<file path="src/rtl/nn_weight_update.sv">
// Gradient-consuming weight-update unit: counts ones on per-weight gradient bitstreams
// over 2^WB enabled samples, then applies a shifted, saturating SGD step to each weight.
module nn_weight_update #(
  parameter int NB  = 16,
  parameter int NN  = 3,
  parameter int WB  = 8,
  parameter int LRS = 4
) (
  input  logic             CLK,
  input  logic             INIT,
  input  logic             start,
  input  logic             en,
  input  logic [NN-1:0]    dalpha,
  input  logic             dbeta,
  input  logic             ld,
  input  logic [NN*NB-1:0] ld_alpha,
  input  logic [NB-1:0]    ld_beta,
  output logic [NN*NB-1:0] alpha,
  output logic [NB-1:0]    beta,
  output logic             busy,
  output logic             upd_valid
);

  localparam int W  = 1 << WB;
  localparam int CW = WB + 1;
  localparam int GW = WB + 2;
  localparam int IW = $clog2(NN + 1);

  localparam logic signed [NB-1:0] W_MAX = {1'b0, {(NB-1){1'b1}}};
  localparam logic signed [NB-1:0] W_MIN = {1'b1, {(NB-1){1'b0}}};

  typedef enum logic [1:0] {S_IDLE, S_ACCUM, S_APPLY, S_DONE} state_t;

  state_t                state_q;
  logic [CW-1:0]         cnt_q [NN];
  logic [CW-1:0]         cntb_q;
  logic [CW-1:0]         samp_q;
  logic [IW-1:0]         idx_q;
  logic signed [NB-1:0]  alpha_q [NN];
  logic signed [NB-1:0]  beta_q;
  logic                  busy_q;
  logic                  upd_valid_q;

  // Shared update datapath: operands are selected by idx_q (idx == NN selects beta).
  logic [CW-1:0]         sel_cnt;
  logic signed [NB-1:0]  sel_w;
  logic signed [GW-1:0]  grad;
  logic signed [GW-1:0]  step;
  logic signed [NB:0]    diff;
  logic signed [NB-1:0]  w_new_d;

  always_comb begin
    sel_cnt = cntb_q;
    sel_w   = beta_q;
    for (int n = 0; n < NN; n++) begin
      if (idx_q == IW'(n)) begin
        sel_cnt = cnt_q[n];
        sel_w   = alpha_q[n];
      end
    end
  end

  // 2*cnt - W wraps correctly in GW bits because the true result lies in [-W, W].
  assign grad = $signed({sel_cnt, 1'b0} - GW'(W));
  assign step = grad >>> LRS;
  assign diff = $signed({sel_w[NB-1], sel_w}) - $signed({{(NB+1-GW){step[GW-1]}}, step});

  always_comb begin
    if (diff[NB] != diff[NB-1]) begin
      w_new_d = diff[NB] ? W_MIN : W_MAX;
    end else begin
      w_new_d = diff[NB-1:0];
    end
  end

  always_ff @(posedge CLK or negedge INIT) begin
    if (!INIT) begin
      state_q     <= S_IDLE;
      cntb_q      <= '0;
      samp_q      <= '0;
      idx_q       <= '0;
      beta_q      <= '0;
      busy_q      <= 1'b0;
      upd_valid_q <= 1'b0;
      for (int n = 0; n < NN; n++) begin
        cnt_q[n]   <= '0;
        alpha_q[n] <= '0;
      end
    end else begin
      case (state_q)
        S_IDLE: begin
          upd_valid_q <= 1'b0;
          if (ld) begin
            beta_q <= ld_beta;
            for (int n = 0; n < NN; n++) begin
              alpha_q[n] <= ld_alpha[n*NB +: NB];
            end
          end
          if (start) begin
            state_q <= S_ACCUM;
            busy_q  <= 1'b1;
            cntb_q  <= '0;
            samp_q  <= '0;
            idx_q   <= '0;
            for (int n = 0; n < NN; n++) begin
              cnt_q[n] <= '0;
            end
          end
        end

        S_ACCUM: begin
          if (en) begin
            cntb_q <= cntb_q + CW'(dbeta);
            samp_q <= samp_q + 1'b1;
            for (int n = 0; n < NN; n++) begin
              cnt_q[n] <= cnt_q[n] + CW'(dalpha[n]);
            end
            if (samp_q == CW'(W - 1)) begin
              state_q <= S_APPLY;
              idx_q   <= '0;
            end
          end
        end

        S_APPLY: begin
          if (idx_q == IW'(NN)) begin
            beta_q      <= w_new_d;
            state_q     <= S_DONE;
            busy_q      <= 1'b0;
            upd_valid_q <= 1'b1;
          end else begin
            for (int n = 0; n < NN; n++) begin
              if (idx_q == IW'(n)) begin
                alpha_q[n] <= w_new_d;
              end
            end
            idx_q <= idx_q + 1'b1;
          end
        end

        S_DONE: begin
          upd_valid_q <= 1'b0;
          state_q     <= S_IDLE;
        end

        default: begin
          state_q <= S_IDLE;
        end
      endcase
    end
  end

  generate
    for (genvar gi = 0; gi < NN; gi++) begin : g_alpha_out
      assign alpha[gi*NB +: NB] = alpha_q[gi];
    end
  endgenerate

  assign beta      = beta_q;
  assign busy      = busy_q;
  assign upd_valid = upd_valid_q;

endmodule

</file>
<file path="config.mk">
export PLATFORM = sky130hd
export DESIGN_NAME = nn_weight_update
export DESIGN_NICKNAME = d
export VERILOG_FILES = /design/src/rtl/nn_weight_update.sv
export SDC_FILE = /design/constraint.sdc
export NUM_CORES = 1
export LEC_CHECK = 0
export CORE_UTILIZATION = 55
export DETAILED_ROUTE_END_ITERATION = 7
export PLACE_DENSITY = 0.8
export SETUP_SLACK_MARGIN = 0.1
export SLEW_MARGIN = 20
export SYNTH_ARGS = -nofsm -noshare
export SYNTH_HDL_FRONTEND = slang
export SYNTH_SLANG_ARGS = --single-unit
</file>
<file path="constraint.sdc">
create_clock -name CLK -period 6.7 [get_ports CLK]
set_input_delay 2.01 -clock CLK [delete_from_list [all_inputs] [get_ports CLK]]
set_output_delay 2.01 -clock CLK [all_outputs]
set_load 0.1 [all_outputs]
</file>
==> results.cfg <==
[synth]
synthDistinctLibCells = 68
synthesized_area_per_cell_um2 = 8.77
yosys_warnings = 0
yosys_most_used_dff = dfrtp_1
syn_inst = 805
mappedNetlistArea_um2 = 7060
number_of_synthesized_flops_with_an_enable_pin = 0
synth-seq-area-share_pct = 40.8
synth.ff_latch_count = 115
synthesis.nets = 910
postSynth.asyncResetShare_pct = 100

[drt]
top_layer_used = met4
avgRoutedWirePerCell_um = 19.5
route.met3.wl_um = 1430
dr_wl_met2_um = 9940
antenna_left = 0
drcViolationCount = 0
post_detailed_route_via_to_cell_ratio = 6.02
detail_route.wirelength.met1_um = 9870
drt_pass1_iterations = 8
wirelength_um = 21700
dr_total_vias = 6695
initialDrtViolationCount = 742

[layout]
drive_gt1_share_pct = 8.40
finish.instance_area_um2 = 9110
n_antenna_cell = 0
layout.core_utilization_pct = 72.5
multi_input_comb_area_um2 = 3930
area.sequential_um2 = 2880
finish.net_count = 1033
final_cell_count_without_fillers = 1112
num-fill-cells = 958
flow.area_growth_from_synthesis_pct = 29.1

[die]
die_area_um2 = 13300
row_count = 41
die_height_um = 115
placeable_core_area_um2 = 12600
die_w_um = 115
initial_core_util_pct = 56.1
top_level_ports = 139

[global_route]
grt-ovfl-total = 0
wire_length_of_the_first_global_routing_pass_um = 34100
track_usage_pct = 34.3
grt_pass1_vias = 6370
antenna_found_initial = 1
grt_start_max_net_pins = 68

[clocking]
numClockSinks = 115
cts_setup_buffers = 0
cts_buffer_depth = 2
clock_latency_ns = 0.43
clkSlewWorstSetupHoldPaths_ns = 0.05
htree_num_levels = 4
tritoncts_buffer_count = 17
cts_tree = yes
post_cts_resize_count = 0
cts_hold_buf = 0
cts_root_buffer = clkbuf_16

[placement]
gpl.final_weighted_congestion = 0.946
portBuffers = 138
dp.final_hpwl_um = 16000
post-place-cells = 1081
dpl_cell_area_um2 = 8550

[sta]
worstMarginPinSlew_ns = 1.04
timing.final.crit_period_ns = 5.32
setup-violations-final = 0
finalClockSkew_ns = 0.00704
slew-limit-headroom_pct = 30.5
fmaxAchievable_mhz = 188
final-max-slew-violation-count = 0
period_share_pct = 79.4
hold_violations = 0
grt_setup_unrepaired = false
fin_tns_setup_ns = 0

[job]
drv_cap = 0

[worst_setup_path]
crit_path_start_kind = register
worstPathArrival_ns = 5.65
path_max_fanout = 26
timing.reg2reg.worst_path_depth = 15
worst-endpoint-required_ns = 7.03
crit_start = idx_q[0]$_DFFE_PN0P_
r2r-start = idx_q[0]$_DFFE_PN0P_
critPathKind = register to register
worst_setup_path_end_kind = register

[status]
status = complete, no violations

[worst_hold_path]
min_from = cnt_q[0]$_DFFE_PN0P_
worst_hold_path_type = register to register
whs_path_depth = 1
## routing by layer
| layer | global-route usage (%) | up-vias |
|---|---|---|
| li1 | - | 3093 |
| met1 | 50.1 | 3288 |
| met2 | 51.7 | 278 |
| met3 | 5.90 | 36 |
| met4 | 11.2 | 0 |
| met5 | 0 | - |
## cell usage in the layout (no fill, tap or decap), types with 4 or more instances in the layout
cell type / Yosys / layout
nor2_1: 129 / 127
mux2_2: 4 / 4
nand2b_1: 5 / 5
and3_1: 9 / 9
a31oi_1: 66 / 66
nand4_1: 12 / 12
nor3b_1: 6 / 6
clkbuf_16: 0 / 17
or3_1: 9 / 9
xnor2_1: 13 / 13
clkinv_2: 0 / 5
mux2i_1: 25 / 25
inv_1: 20 / 19
buf_4: 2 / 11
nand2_1: 119 / 119
nor3_1: 5 / 5
xor2_1: 25 / 25
a21oi_2: 10 / 13
a21oi_1: 32 / 29
ha_1: 31 / 31
nor2b_1: 9 / 9
clkdlybuf4s50_1: 0 / 137
a22o_1: 10 / 10
o21bai_1: 4 / 4
and2_1: 7 / 7
dfrtp_1: 115 / 115
o21ai_0: 25 / 25
nand3_1: 6 / 6
a211oi_1: 6 / 6
## sequential cells by signal, indices dropped and copies added, names as in the netlist
name / cells
alpha: 48
beta: 16
busy: 1
cnt_q: 27
cntb_q: 9
idx_q: 2
samp_q: 9
state_q: 2
upd_valid: 1
## metrics by stage
stage,setup slack [ns],hold slack [ns]
after floorplan,2.33,0.476
after global routing,1.04,0.529
after CTS,1.44,0.513
after detailed placement,1.54,0.496
final,1.38,0.509
after global placement,1.73,0.492
## final timing paths
path	end	slack, ns
setup / recovery	alpha[6]$_DFFE_PN0P_	1.38
hold / removal	cnt_q[0]$_DFFE_PN0P_	0.51
setup reg to reg	alpha[6]$_DFFE_PN0P_	1.38
max in group asynchronous	cntb_q[0]$_DFFE_PN0P_	3.80
min in group asynchronous	alpha[47]$_DFFE_PN0P_	1.63
hold reg to reg	cnt_q[0]$_DFFE_PN0P_	0.51
## cell families after synthesis
logic type | count (synthesis) | synth area share, %
and+or+nand+nor | 325 | 20.2
adders and majority gates | 35 | 6.22
DFF | 115 | 40.8
buffers and inverters | 65 | 3.86
muxes | 29 | 4.18
xor gates and xnor gates | 39 | 5.11
AOI/OAI and AO/OA | 197 | 19.6
## worst max-delay path, stage by stage (launching register included)
cell and delay, ns:
dfrtp_1 0.42, inv_1 0.16, ha_1 0.66, buf_4 0.40, a221oi_4 0.16, xnor2_4 0.34
inv_2 0.24, ha_1 0.45, a21o_1 0.20, maj3_2 0.29, a21oi_1 0.19, a31oi_1 0.14
or2_1 0.38, o31ai_4 0.73, a211oi_2 0.17, a31oi_1 0.25
## cells in the mapped netlist, types with 2 or more instances
master,number,share of area (%)
o31ai_2,3,0.53
buf_1,4,0.21
o21ai_0,25,1.8
xnor2_1,13,1.6
a31oi_1,66,5.9
o211ai_1,3,0.32
o21a_1,3,0.32
mux2i_1,25,3.5
o22ai_1,2,0.18
or3_1,9,0.80
nand2b_1,5,0.44
nand2_1,119,6.3
nand3_1,6,0.43
xor2_1,25,3.1
a21oi_2,10,1.2
a211oi_1,6,0.64
o21ai_1,2,0.14
maj3_1,2,0.28
o31a_1,2,0.25
buf_4,2,0.21
nor2b_1,9,0.80
a2bb2oi_1,2,0.25
mux2_2,4,0.64
a21o_1,3,0.32
nor3_1,5,0.35
o31ai_1,3,0.32
inv_1,20,1.1
clkbuf_1,31,1.6
a22o_1,10,1.2
and3_1,9,0.80
a221oi_1,3,0.37
nor3b_1,6,0.64
ha_1,31,5.5
dfrtp_1,115,41
a21oi_1,32,2.3
o311a_1,2,0.28
a211oi_2,3,0.53
buf_2,5,0.35
or2_2,2,0.18
nor2_1,129,6.9
nand4_1,12,1.1
o21bai_1,4,0.43
buf_6,2,0.32
and2_1,7,0.62
## layout make-up
cell class | instances | share of cell area, %
well taps | 172 | 2.36
flip-flops and latches | 115 | 31.6
clock buffers | 22 | 5.21
inverters | 21 | 0.866
multi-input cells | 625 | 43.1
clock inverters | 9 | 0.879
repair buffers | 148 | 16.0
Power is not shown: default switching activity piles up to over one toggle a cycle in this logic, so the estimate is an artifact.
